===== src/rtl/regn_pipe.sv =====
`default_nettype none
// ============================================================================
// Module  : regn_pipe
// Brief   : Elastic DEPTH-stage, N-bit register pipeline with valid/ready on
//           both sides; empty stages collapse so data fills bubbles.
// Revision: 1.0  initial release
// ============================================================================
module regn_pipe #(
    parameter  int N     = 8,
    parameter  int DEPTH = 4,
    localparam int CW    = $clog2(DEPTH + 1)
) (
    input  logic          Clock,
    input  logic          Reset,
    input  logic [N-1:0]  R,
    input  logic          Rvalid,
    output logic          Rready,
    input  logic          Flush,
    output logic [N-1:0]  Q,
    output logic          Qvalid,
    input  logic          Qready,
    output logic [CW-1:0] Count
);

    logic [DEPTH-1:0] w_valid;
    logic [N-1:0]     w_data [DEPTH];
    logic [DEPTH:0]   w_rdy;
    logic             w_in_xfer;
    logic             w_out_xfer;
    logic [CW-1:0]    r_count;

    // A stage can load when it is empty or its downstream neighbour can load.
    always_comb begin
        w_rdy        = '0;
        w_rdy[DEPTH] = Qready;
        for (int k = DEPTH - 1; k >= 0; k--) begin
            w_rdy[k] = ~w_valid[k] | w_rdy[k+1];
        end
    end

    assign Rready     = w_rdy[0] & ~Flush & ~Reset;
    assign w_in_xfer  = Rvalid & Rready;
    assign w_out_xfer = w_valid[DEPTH-1] & Qready;

    generate
        for (genvar k = 0; k < DEPTH; k++) begin : g_stage
            logic         w_vin;
            logic [N-1:0] w_din;
            logic         r_v;
            logic [N-1:0] r_d;

            if (k == 0) begin : g_head
                assign w_vin = w_in_xfer;
                assign w_din = R;
            end else begin : g_body
                assign w_vin = w_valid[k-1];
                assign w_din = w_data[k-1];
            end

            // Data only moves with a valid word, so Q holds after the last word leaves.
            always_ff @(posedge Clock or posedge Reset) begin
                if (Reset) begin
                    r_v <= 1'b0;
                    r_d <= '0;
                end else if (Flush) begin
                    r_v <= 1'b0;
                end else if (w_rdy[k]) begin
                    r_v <= w_vin;
                    if (w_vin) begin
                        r_d <= w_din;
                    end
                end
            end

            assign w_valid[k] = r_v;
            assign w_data[k]  = r_d;
        end
    endgenerate

    always_ff @(posedge Clock or posedge Reset) begin
        if (Reset) begin
            r_count <= '0;
        end else if (Flush) begin
            r_count <= '0;
        end else begin
            case ({w_in_xfer, w_out_xfer})
                2'b10:   r_count <= r_count + CW'(1);
                2'b01:   r_count <= r_count - CW'(1);
                default: r_count <= r_count;
            endcase
        end
    end

    assign Q      = w_data[DEPTH-1];
    assign Qvalid = w_valid[DEPTH-1];
    assign Count  = r_count;

endmodule
`default_nettype wire


===== config.mk =====
export PLATFORM = sky130hd
export DESIGN_NAME = regn_pipe
export DESIGN_NICKNAME = d
export VERILOG_FILES = /design/src/rtl/regn_pipe.sv
export SDC_FILE = /design/constraint.sdc
export NUM_CORES = 1
export LEC_CHECK = 0
export ABC_CLOCK_PERIOD_IN_PS = 1490
export BUFFER_PORTS_ARGS = -buffer_cell sky130_fd_sc_hd__buf_4
export CAP_MARGIN = 20
export CELL_PAD_IN_SITES_DETAIL_PLACEMENT = 1
export CELL_PAD_IN_SITES_GLOBAL_PLACEMENT = 1
export CORE_MARGIN = 5
export CORE_UTILIZATION = 43
export CTS_BUF_LIST = sky130_fd_sc_hd__clkbuf_8
export DETAILED_ROUTE_END_ITERATION = 10
export PLACE_DENSITY = 0.73
export SLEW_MARGIN = 10
export SYNTH_ARGS = -nofsm -noshare
export SYNTH_HDL_FRONTEND = slang
export SYNTH_SLANG_ARGS = --single-unit

===== constraint.sdc =====
create_clock -name Clock -period 1.49 [get_ports Clock]
set_input_delay 0.149 -clock Clock [delete_from_list [all_inputs] [get_ports Clock]]
set_output_delay 0.149 -clock Clock [all_outputs]
set_load 0.01 [all_outputs]

==> impl_table.tex, run 1 <==
\begin{tabular}{lr}
\hline
Metric & Value \\
\hline
\multicolumn{2}{l}{\textbf{Outcome}} \\
Run status & finished with violations \\
Failing checks & negative setup slack \\
\multicolumn{2}{l}{\textbf{Clocking}} \\
Number of buffers on the longest clock path & 2 \\
Skew-Pair Late Insertion Delay & 0.29 ns \\
CTS tree & built \\
Number of buffers added by the clock tree synthesis step & 5 \\
Clock input transition at the sequential cells of the worst setup and hold paths & 0.07 ns \\
Sinks on Clock Net & 39 \\
CTS Root Buffer Type & sky130\_fd\_sc\_hd\_\_clkbuf\_8 \\
Number of H-tree levels & 2 \\
\multicolumn{2}{l}{\textbf{Global routing}} \\
GRT Residual Overflow & 0 \\
First-pass GRT wire length & 6330 um \\
Number of global-route vias before repair & 1332 \\
Overall fraction of global-route tracks in use & 16.4\% \\
Largest net degree at the start of global routing & 30 \\
Number of antenna violations at the first check in global routing & 0 \\
\multicolumn{2}{l}{\textbf{Place}} \\
Count of input and output buffers & 25 \\
Placed Instance Area & 0.00203 mm\^{}2 \\
Post-DP HPWL & 2570 um \\
Placer congestion estimate & 0.828 \\
\multicolumn{2}{l}{\textbf{Finish}} \\
Share of post-route cells with drive strength above 1 & 60.5\% \\
Layout filler cell count & 381 \\
Area of the multi-input gates & 651 um\^{}2 \\
Ant diodes & 0 \\
Register area & 977 um\^{}2 \\
Synthesis-to-finish area growth & 33.5\% \\
Number of nets at the end of the flow & 175 \\
Area of all placed cells without fillers & 0.00219 mm\^{}2 \\
\multicolumn{2}{l}{\textbf{Routing}} \\
Antenna violation net count after detailed routing & 0 \\
Total routed wirelength & 3670 um \\
Drt initial violations & 23 \\
Met2 wire length & 1880 um \\
Met1 Wirelength & 1570 um \\
Highest routing layer actually used & met4 \\
DR WL met3 & 142 um \\
Vias per Instance & 5.13 \\
Vias after detailed routing & 1078 \\
Detailed Routing Iterations Pass 1 & 4 \\
Drt wl/cell & 17.5 um \\
DRC viols & 0 \\
\multicolumn{2}{l}{\textbf{Timing}} \\
Worst-case setup margin in the final layout & -0.155 ns \\
Number of endpoints failing setup at the final stage & 27 \\
Final hold viol count & 0 \\
Final clock period utilization by the worst path & 110\% \\
RSZ-0062 raised after global routing & true \\
Min cycle time layout & 1.65 ns \\
Final clock skew & 0.00373 ns \\
Slew headroom & 73.9\% \\
Total Negative Setup Slacks & -2.40 ns \\
Highest clock frequency the design can meet & 0.608 GHz \\
Total count of max-transition violations in the final report & 0 \\
Transition time at the pin with the least slew margin & 0.391 ns \\
\multicolumn{2}{l}{\textbf{Setup path}} \\
Required time at the endpoint of the critical path & 1.67 ns \\
Register-to-Register Path Depth & 4 \\
Class of the most critical setup path & reg -> reg \\
Nature of the critical path endpoint & flop \\
Startpoint kind of the worst setup timing path & flop \\
Endpoint arrival time on the critical path & 1.82 ns \\
Critical Path Fanout Max & 8 \\
\multicolumn{2}{l}{\textbf{Synthesis}} \\
Most frequently used flop master after synthesis & sky130\_fd\_sc\_hd\_\_dfrtp\_1 \\
Avg Cell Area, Syn & 14.6 um\^{}2 \\
Most instantiated library cell after synthesis & sky130\_fd\_sc\_hd\_\_dfrtp\_1 \\
Post-synthesis net count & 126 \\
Largest area contributor in the netlist & sky130\_fd\_sc\_hd\_\_dfrtp\_1 \\
Cells taking the most area after synthesis & sky130\_fd\_sc\_hd\_\_dfrtp\_1 60\%, sky130\_fd\_sc\_hd\_\_mux2\_2 17\%, sky130\_fd\_sc\_hd\_\_mux2\_4 7.3\% \\
Number of synthesis warnings & 0 \\
Proportion of netlist area held by the largest area contributor & 59.6\% \\
Async SR Flop Fraction & 100\% \\
Most common library cells after synthesis & 39 x sky130\_fd\_sc\_hd\_\_dfrtp\_1, 25 x sky130\_fd\_sc\_hd\_\_mux2\_2, 8 x sky130\_fd\_sc\_hd\_\_mux2\_4, 7 x sky130\_fd\_sc\_hd\_\_nor2\_1 \\
Total of flip-flops plus latches after synthesis & 39 \\
Synthesized netlist cell count & 112 \\
EDFF count, synth & 0 \\
Post-Syn Area & 0.00164 mm\^{}2 \\
Seq/Total Area, Yosys & 59.6\% \\
Number of distinct standard cells referenced by the synthesized netlist & 26 \\
\multicolumn{2}{l}{\textbf{Die}} \\
Floorplan die area & 0.00514 mm\^{}2 \\
Ports placed on the boundary & 26 \\
Die width & 71.7 um \\
Site row count & 22 \\
Initial core utilization & 44.4\% \\
Y dimension of the die & 71.7 um \\
Floorplan Core Area & 0.00369 mm\^{}2 \\
\multicolumn{2}{l}{\textbf{Power}} \\
Power per Cell Area & 1260 mW/mm\^{}2 \\
Peak supply drop & 0.551 mV \\
Static leakage power & 1.08 nW \\
\multicolumn{2}{l}{\textbf{Run}} \\
Max-cap violation count & 0 \\
\multicolumn{2}{l}{\textbf{Min path}} \\
Min-Delay Path Class & in -> async \\
\hline
\end{tabular}
==> flip-flops by register name, summed over array words and instances, names as in the netlist <==
name and count:
Q 8, Qvalid 1, Count 3, g_stage.r_v 3
g_stage.r_d 24
==> metrics by stage <==
stage	cells	utilization, %	hold slack, ns	total power, W	worst slack [ns]
6_report	210	59.3	0.0157	0.00276	-0.155
5_1_grt	210	59.3	0.0353	0.00292	-0.193
2_1_floorplan	112	-	0.301	0.00169	-0.168
4_1_cts	210	59.1	0.0126	0.00281	-0.141
3_5_place_dp	200	55.0	0.332	0.00188	-0.197
3_3_place_gp	200	55.0	0.312	0.00184	-0.136
==> final timing paths <==
check	startpoint	endpoint	slack (ns)
max	Qvalid$_DFFE_PP0P_	g_stage[1].r_d[6]$_DFFE_PP0P_	-0.16
min	Reset	Count[2]$_DFFE_PP0P_	0.02
max reg2reg	Qvalid$_DFFE_PP0P_	g_stage[1].r_d[6]$_DFFE_PP0P_	-0.16
min reg2reg	g_stage[0].r_d[7]$_DFFE_PP0P_	g_stage[1].r_d[7]$_DFFE_PP0P_	0.50
max in group asynchronous	Reset	Qvalid$_DFFE_PP0P_	1.08
min in group Clock	R[1]	g_stage[0].r_d[1]$_DFFE_PP0P_	0.08
==> layer usage <==
| layer | GRT usage (%) | vias up |
|---|---|---|
| met2 | 28.8 | 21 |
| met4 | 7.93 | 0 |
| met5 | 0 | - |
| li1 | - | 493 |
| met3 | 5.05 | 8 |
| met1 | 17.8 | 556 |
==> placed cells by master (no fill, tap or decap) <==
cell	n
sky130_fd_sc_hd__mux2_4	8
sky130_fd_sc_hd__mux2i_1	1
sky130_fd_sc_hd__a211oi_2	2
sky130_fd_sc_hd__nand2_1	2
sky130_fd_sc_hd__buf_6	2
sky130_fd_sc_hd__nor3_1	2
sky130_fd_sc_hd__and4b_2	1
sky130_fd_sc_hd__nor3b_1	1
sky130_fd_sc_hd__clkbuf_8	6
sky130_fd_sc_hd__nor2_4	1
sky130_fd_sc_hd__buf_12	1
sky130_fd_sc_hd__fa_2	1
sky130_fd_sc_hd__o21ai_0	1
sky130_fd_sc_hd__nand3b_1	1
sky130_fd_sc_hd__clkinv_2	1
sky130_fd_sc_hd__or3b_1	2
sky130_fd_sc_hd__nor3b_2	1
sky130_fd_sc_hd__nor2b_1	1
sky130_fd_sc_hd__nand2b_1	1
sky130_fd_sc_hd__buf_4	44
sky130_fd_sc_hd__dfrtp_2	1
sky130_fd_sc_hd__a31oi_1	1
sky130_fd_sc_hd__or3b_4	1
sky130_fd_sc_hd__a211oi_1	1
sky130_fd_sc_hd__o21bai_1	1
sky130_fd_sc_hd__a221oi_1	1
sky130_fd_sc_hd__bufinv_16	1
sky130_fd_sc_hd__a21oi_1	2
sky130_fd_sc_hd__dfrtp_1	38
sky130_fd_sc_hd__mux2_2	25
sky130_fd_sc_hd__inv_1	2
sky130_fd_sc_hd__and2_4	1
sky130_fd_sc_hd__nor2_1	6
sky130_fd_sc_hd__nand2_2	1
==> worst max-delay path: stages, from the launching register on <==
cell	delay, ns
sky130_fd_sc_hd__dfrtp_2	0.44
sky130_fd_sc_hd__and4b_2	0.25
sky130_fd_sc_hd__or3b_1	0.37
sky130_fd_sc_hd__buf_6	0.17
sky130_fd_sc_hd__mux2_4	0.30
==> area by class of cell <==
| class | count | area share, % |
|---|---|---|
| well taps | 48 | 2.75 |
| clock buffers | 6 | 3.78 |
| clock inverters | 2 | 1.60 |
| multi-input cells | 66 | 29.8 |
| repair buffers | 47 | 17.1 |
| inverters | 2 | 0.343 |
| flip-flops and latches | 39 | 44.7 |
==> report_power, final <==
group	total, W	internal, W	switching (W)
Clock	0.000905	0.000541	0.000364
Sequential	0.00140	0.00128	0.000117
Combinational	0.000457	0.000307	0.000150
==> what timing repair did <==
action | 4_1_cts | 5_1_grt
pin swaps | 3 | 2
setup buffers | 2 | 0
hold buffers | 0 | 0
cloned | 0 | 0
resized for setup | 5 | 2
endpoints found under the setup margin | 27 | 28
==> cells by family (layout without fill, tap and decap cells) <==
kind of cell,Yosys count,after routing,share of synthesized area (%)
fa+ha+maj,1,1,1.22
flops,39,39,59.6
buf+inv,7,57,2.75
simple gates,22,22,7.64
compound gates,9,9,3.67
mux,34,34,25.1
No activity file was read; power rests on OpenSTA's default activity.
==> inputs of run 2 (changes only) <==
--- a/config.mk
+++ b/config.mk
@@ -8,13 +8,12 @@
 export ABC_CLOCK_PERIOD_IN_PS = 1490
 export BUFFER_PORTS_ARGS = -buffer_cell sky130_fd_sc_hd__buf_4
 export CAP_MARGIN = 20
-export CELL_PAD_IN_SITES_DETAIL_PLACEMENT = 1
-export CELL_PAD_IN_SITES_GLOBAL_PLACEMENT = 1
 export CORE_MARGIN = 5
-export CORE_UTILIZATION = 43
+export CORE_UTILIZATION = 50
 export CTS_BUF_LIST = sky130_fd_sc_hd__clkbuf_8
 export DETAILED_ROUTE_END_ITERATION = 10
-export PLACE_DENSITY = 0.73
+export PLACE_DENSITY = 0.71
+export SETUP_SLACK_MARGIN = 0.15
 export SLEW_MARGIN = 10
 export SYNTH_ARGS = -nofsm -noshare
 export SYNTH_HDL_FRONTEND = slang
==> run 2 against run 1 <==
Effect of this change:
- the flow still finishes with violations (negative setup slack)
- fmax shrank 0.21%
- register-to-register slack is essentially flat
- non-clock buffer count grew 2
- critical path depth grew 2
- die area shrank 12%
- via count shrank 0.46%
- sequential power is essentially flat
- critical endpoint is now Count[1]$_DFFE_PP0P_
- largest power group unchanged
- highest routed layer unchanged
==> impl_table.tex, run 2 (synthesis results as in run 1) <==
\begin{tabular}{lr}
\hline
Metric & Value \\
\hline
\multicolumn{2}{l}{\textbf{Outcome}} \\
Run status & finished with violations \\
Failing checks & negative setup slack \\
\multicolumn{2}{l}{\textbf{Finish}} \\
Flip-flop count of the largest register, all copies and words added & 24 \\
Highest-count cells in the layout ignoring fill and taps & 44 x sky130\_fd\_sc\_hd\_\_buf\_4, 38 x sky130\_fd\_sc\_hd\_\_dfrtp\_1, 24 x sky130\_fd\_sc\_hd\_\_mux2\_2 \\
Share of post-route cells with drive strength above 1 & 62.2\% \\
Synthesis-to-finish area growth & 35.2\% \\
Commonest non-fill, non-tap cell in the layout & sky130\_fd\_sc\_hd\_\_buf\_4 \\
Final Util & 71.4\% \\
Number of nets at the end of the flow & 177 \\
Ant diodes & 0 \\
Largest register by flop count & g\_stage.r\_d \\
Area of all placed cells without fillers & 0.00221 mm\^{}2 \\
\multicolumn{2}{l}{\textbf{Run}} \\
Max-cap violation count & 0 \\
\multicolumn{2}{l}{\textbf{Timing}} \\
Worst-case setup margin in the final layout & -0.159 ns \\
Final hold viol count & 0 \\
Highest clock frequency the design can meet & 0.607 GHz \\
RSZ-0062 raised after global routing & true \\
Final clock period utilization by the worst path & 111\% \\
Transition time at the pin with the least slew margin & 0.299 ns \\
Total count of max-transition violations in the final report & 0 \\
Slew headroom & 80.0\% \\
Number of endpoints failing setup at the final stage & 23 \\
Final clock skew & 0.00399 ns \\
Min cycle time layout & 1.65 ns \\
\multicolumn{2}{l}{\textbf{Die}} \\
Site row count & 20 \\
Die width & 67.2 um \\
Ports placed on the boundary & 26 \\
Floorplan Core Area & 0.00310 mm\^{}2 \\
Initial core utilization & 52.8\% \\
Y dimension of the die & 67.2 um \\
Floorplan die area & 0.00452 mm\^{}2 \\
\multicolumn{2}{l}{\textbf{Global routing}} \\
First-pass GRT wire length & 5350 um \\
GRT Residual Overflow & 0 \\
Number of antenna violations at the first check in global routing & 0 \\
Largest net degree at the start of global routing & 25 \\
Number of global-route vias before repair & 1164 \\
Overall fraction of global-route tracks in use & 16.4\% \\
\multicolumn{2}{l}{\textbf{Setup path}} \\
Startpoint kind of the worst setup timing path & flop \\
Endpoint arrival time on the critical path & 1.85 ns \\
Critical Path Fanout Max & 4 \\
Class of the most critical setup path & reg -> reg \\
Required time at the endpoint of the critical path & 1.69 ns \\
Nature of the critical path endpoint & flop \\
\multicolumn{2}{l}{\textbf{Clocking}} \\
Clock input transition at the sequential cells of the worst setup and hold paths & 0.07 ns \\
CTS Root Buffer Type & sky130\_fd\_sc\_hd\_\_clkbuf\_8 \\
Number of buffers added by the clock tree synthesis step & 5 \\
Skew-Pair Late Insertion Delay & 0.29 ns \\
Sinks on Clock Net & 39 \\
CTS tree & built \\
Number of H-tree levels & 2 \\
Number of buffers on the longest clock path & 2 \\
\multicolumn{2}{l}{\textbf{Place}} \\
Worst slack at placement & -0.215 ns \\
Placed Instance Area & 0.00202 mm\^{}2 \\
Count of input and output buffers & 25 \\
Post-DP HPWL & 2360 um \\
Placer congestion estimate & 0.844 \\
\multicolumn{2}{l}{\textbf{Power}} \\
Tot Pwr & 0.00265 W \\
Peak supply drop & 0.639 mV \\
Power per Cell Area & 1200 mW/mm\^{}2 \\
Static leakage power & 1.09 nW \\
\multicolumn{2}{l}{\textbf{Routing}} \\
Total routed wirelength & 3290 um \\
Antenna violation net count after detailed routing & 0 \\
DRC viols & 0 \\
Detailed Routing Iterations Pass 1 & 4 \\
Vias per Instance & 5.16 \\
Drt initial violations & 35 \\
Vias after detailed routing & 1073 \\
Drt wl/cell & 15.8 um \\
\multicolumn{2}{l}{\textbf{Min path}} \\
Min-Delay Path Class & in -> reg \\
\hline
\end{tabular}
==> run 2: final timing paths <==
check | startpoint | end | slack, ns | depth (start not counted)
max | Qvalid$_DFFE_PP0P_ | Count[1]$_DFFE_PP0P_ | -0.16 | 6
max in group asynchronous | Reset | Qvalid$_DFFE_PP0P_ | 0.69 | 4
max reg2reg | Qvalid$_DFFE_PP0P_ | Count[1]$_DFFE_PP0P_ | -0.16 | 6
min reg2reg | Q[7]$_DFFE_PP0P_ | Q[7]$_DFFE_PP0P_ | 0.51 | 1
min in group asynchronous | Reset | g_stage[2].r_d[3]$_DFFE_PP0P_ | 0.50 | 4
min | R[7] | g_stage[0].r_d[7]$_DFFE_PP0P_ | 0.09 | 2
==> run 2: final cells by class <==
type / instances / area (um^2)
Timing Repair Buffer: 49 / 385
Clock inverter: 1 / 7.51
Fill cell: 237 / 888
Inverter: 2 / 7.51
Multi-Input combinational cell: 66 / 686
Tap cell: 44 / 55.1
Sequential cell: 39 / 977
Clock buffer: 7 / 96.3
==> run 2: report_power, final <==
part	leakage (nW)	switching [W]	internal, W
combinational	0.544	0.000150	0.000314
clock	0.0505	0.000356	0.000421
sequential	0.499	0.000122	0.00129
==> run 2: timing repair <==
item,CTS,global route
buffers inserted,1,1
pin swaps,5,3
endpoints found under the hold margin,39,0
resized for setup,8,6
hold buffers,1,0
endpoints found under the setup margin,29,32
==> run 2: per-layer routing <==
metal	wire length [um]	track usage, %
met1	1360	19.4
met4	55	6.33
met3	166	6.16
met5	0	0
met2	1710	27.0
==> run 2: worst max-delay path, stage by stage, from the launching register on <==
cell and delay [ns]:
sky130_fd_sc_hd__dfrtp_2 0.44, sky130_fd_sc_hd__nand2_2 0.12, sky130_fd_sc_hd__nor2_4 0.05, sky130_fd_sc_hd__fa_2 0.54, sky130_fd_sc_hd__and2_4 0.14, sky130_fd_sc_hd__a211oi_2 0.04
sky130_fd_sc_hd__a211oi_2 0.23
==> run 2: stage by stage <==
stage          instances  setup TNS, ns  hold WS, ns
3_5_place_dp         197          -1.67        0.237
5_1_grt              208          -3.11       0.0741
6_report             208          -1.92       0.0892
3_3_place_gp         197          -1.28        0.220
4_1_cts              207          -1.29       0.0812
2_1_floorplan        112          -1.95        0.301
==> inputs of run 3 (changes only) <==
--- a/config.mk
+++ b/config.mk
@@ -13,8 +13,8 @@
 export CTS_BUF_LIST = sky130_fd_sc_hd__clkbuf_8
 export DETAILED_ROUTE_END_ITERATION = 10
 export PLACE_DENSITY = 0.71
+export REMOVE_ABC_BUFFERS = 1
 export SETUP_SLACK_MARGIN = 0.15
-export SLEW_MARGIN = 10
 export SYNTH_ARGS = -nofsm -noshare
 export SYNTH_HDL_FRONTEND = slang
 export SYNTH_SLANG_ARGS = --single-unit
==> run 3 against run 2 <==
Effect of this change:
- die area unchanged
- first-iteration DRC count up 110%
- worst hold slack better by 0.0063 ns
- critical path depth fell by 2
- the flow still finishes with violations (negative setup slack)
- combinational power is 4.5% higher
- final cell count unchanged
- clock power decreased by 17%
- sequential power about the same
- non-clock buffer count did not move
- sequential cell count unchanged
- largest cell class unchanged
- via count down 1.0%
- clock-buffer cell count down 2
==> impl_table.tex, run 3 (synthesis results as in run 1) <==
\begin{tabular}{lr}
\hline
Metric & Value \\
\hline
\multicolumn{2}{l}{\textbf{Setup path}} \\
Critical register-to-register path startpoint & Qvalid\$\_DFFE\_PP0P\_ \\
Worst stage delay on the critical path & 0.45 ns \\
Slowest library cell on the worst path & sky130\_fd\_sc\_hd\_\_dfrtp\_2 \\
Required time at the endpoint of the critical path & 1.66 ns \\
Worst Setup SP & Qvalid\$\_DFFE\_PP0P\_ \\
Class of the most critical setup path & reg -> reg \\
Ordered cell list for the critical path & and4b\_1, or3b\_4, buf\_6, mux2\_4 \\
Register-to-Register Path Depth & 4 \\
Critical Path Fanout Max & 4 \\
Flop2flop setup slack & -0.15 ns \\
Timing endpoint of the critical path & g\_stage[1].r\_d[3]\$\_DFFE\_PP0P\_ \\
Nature of the critical path endpoint & flop \\
CP delay by family, top & simple AND/OR/NAND/NOR gates \\
Crit path buf inv count & 1 \\
Cell count along the critical path & 4 \\
Startpoint kind of the worst setup timing path & flop \\
FF-to-FF End & g\_stage[1].r\_d[3]\$\_DFFE\_PP0P\_ \\
Endpoint arrival time on the critical path & 1.80 ns \\
\multicolumn{2}{l}{\textbf{Finish}} \\
Largest register by flop count & g\_stage.r\_d \\
Synthesis-to-finish area growth & 36.7\% \\
Flip-flop count of the largest register, all copies and words added & 24 \\
Share of post-route cells with drive strength above 1 & 62.8\% \\
Ant diodes & 0 \\
Highest-count cells in the layout ignoring fill and taps & 44 x sky130\_fd\_sc\_hd\_\_buf\_4, 38 x sky130\_fd\_sc\_hd\_\_dfrtp\_1, 17 x sky130\_fd\_sc\_hd\_\_mux2\_4 \\
Commonest non-fill, non-tap cell in the layout & sky130\_fd\_sc\_hd\_\_buf\_4 \\
Number of nets at the end of the flow & 177 \\
\multicolumn{2}{l}{\textbf{Die}} \\
Y dimension of the die & 67.2 um \\
Site row count & 20 \\
Initial core utilization & 52.8\% \\
Floorplan Core Area & 0.00310 mm\^{}2 \\
Floorplan die area & 0.00452 mm\^{}2 \\
Die width & 67.2 um \\
Ports placed on the boundary & 26 \\
\multicolumn{2}{l}{\textbf{Clocking}} \\
Clock input transition at the sequential cells of the worst setup and hold paths & 0.07 ns \\
CTS Root Buffer Type & sky130\_fd\_sc\_hd\_\_clkbuf\_8 \\
Sinks on Clock Net & 39 \\
CTS tree & built \\
Number of buffers added by the clock tree synthesis step & 5 \\
Number of H-tree levels & 2 \\
Skew-Pair Late Insertion Delay & 0.28 ns \\
Number of buffers on the longest clock path & 2 \\
\multicolumn{2}{l}{\textbf{Timing}} \\
Final clock period utilization by the worst path & 110\% \\
Worst-case setup margin in the final layout & -0.148 ns \\
Total Negative Setup Slacks & -2.22 ns \\
Final clock skew & 0.00491 ns \\
Number of endpoints failing setup at the final stage & 19 \\
Final hold viol count & 0 \\
Slew headroom & 68.2\% \\
Highest clock frequency the design can meet & 0.611 GHz \\
Min cycle time layout & 1.64 ns \\
RSZ-0062 raised after global routing & true \\
Total count of max-transition violations in the final report & 0 \\
Transition time at the pin with the least slew margin & 0.477 ns \\
\multicolumn{2}{l}{\textbf{Routing}} \\
Drt wl/cell & 15.6 um \\
Antenna violation net count after detailed routing & 0 \\
Total routed wirelength & 3250 um \\
Vias after detailed routing & 1062 \\
Vias per Instance & 5.11 \\
Drt initial violations & 74 \\
Detailed Routing Iterations Pass 1 & 4 \\
DRC viols & 0 \\
\multicolumn{2}{l}{\textbf{Place}} \\
Count of input and output buffers & 25 \\
Worst slack at placement & -0.192 ns \\
Post-DP HPWL & 2200 um \\
Placer congestion estimate & 0.830 \\
\multicolumn{2}{l}{\textbf{Global routing}} \\
First-pass GRT wire length & 5330 um \\
Largest net degree at the start of global routing & 40 \\
Overall fraction of global-route tracks in use & 16.5\% \\
Number of antenna violations at the first check in global routing & 0 \\
GRT Residual Overflow & 0 \\
Number of global-route vias before repair & 1162 \\
\multicolumn{2}{l}{\textbf{Power}} \\
Tot Pwr & 0.00254 W \\
Power per Cell Area & 1140 mW/mm\^{}2 \\
Register share of total power & 55.5\% \\
Peak supply drop & 0.669 mV \\
Combinational Power Share & 19.1\% \\
Switching fraction of total power & 23.8\% \\
Static leakage power & 1.13 nW \\
Clk pwr share & 25.4\% \\
Cell internal pwr & 0.00194 W \\
Switching power & 0.000606 W \\
\multicolumn{2}{l}{\textbf{Outcome}} \\
Failing checks & negative setup slack \\
Run status & finished with violations \\
\multicolumn{2}{l}{\textbf{Min path}} \\
Hold-critical path depth & 2 \\
Min-Delay Path Class & in -> reg \\
\multicolumn{2}{l}{\textbf{Run}} \\
Max-cap violation count & 0 \\
\hline
\end{tabular}
[run 3: cell types whose count changed in the layout (fill, tap and decap cells not counted), sizes merged]
cell / before / now
clkbuf: 7 / 5
buf: 48 / 49
clkinv: 0 / 1
clkinvlp: 1 / 0
dlygate4sd3: 1 / 0
inv: 2 / 4
[run 3: layout make-up]
cell class	count	area, um^2
inverters	2	7.51
flip-flops and latches	39	977
fillers	240	865
multi-input cells	66	731
clock inverters	3	12.5
clock buffers	5	68.8
repair buffers	49	387
well taps	44	55.1
[run 3: worst min-delay path by stage]
stage / startpoint / to / slack (ns)
floorplan: Flush / Qvalid$_DFFE_PP0P_ / 0.21
detailed placement: R[1] / g_stage[0].r_d[1]$_DFFE_PP0P_ / 0.39
finish: R[1] / g_stage[0].r_d[1]$_DFFE_PP0P_ / 0.1
global route: R[1] / g_stage[0].r_d[1]$_DFFE_PP0P_ / 0.08
CTS: R[1] / g_stage[0].r_d[1]$_DFFE_PP0P_ / 0.09
global placement: R[4] / g_stage[0].r_d[4]$_DFFE_PP0P_ / 0.38
[run 3: timing repair]
item,4_1_cts,5_1_grt
buffers inserted,2,2
setup endpoints to repair,28,36
gates resized for setup,13,19
hold buffers,0,0
pin swaps,7,9
[run 3: power by group through the flow]
stage	Clock [W]	Sequential, W	Combinational (W)
3_3_place_gp	0	0.00141	0.000427
2_1_floorplan	0	0.00140	0.000283
4_1_cts	0.000678	0.00141	0.000459
5_1_grt	0.000731	0.00144	0.000528
6_report	0.000646	0.00141	0.000485
3_5_place_dp	0	0.00143	0.000445
[run 3: stage by stage]
stage	hold WS [ns]	utilization, %	std cells	cell area (um^2)
after CTS	0.0852	68.8	206	2130
after global placement	0.383	64.2	196	1990
after floorplan	0.212	-	107	1600
after global routing	0.0823	72.1	208	2240
after detailed placement	0.386	64.2	196	1990
final	0.0955	72.1	208	2240
[run 3: layer usage]
metal  track usage [%]  part of all wire, %  wire length [um]
met3              5.16                  4.6               149
met5                 0                    0                 0
met1              18.0                   40              1310
met4              6.84                  1.8                57
met2              29.3                   53              1730
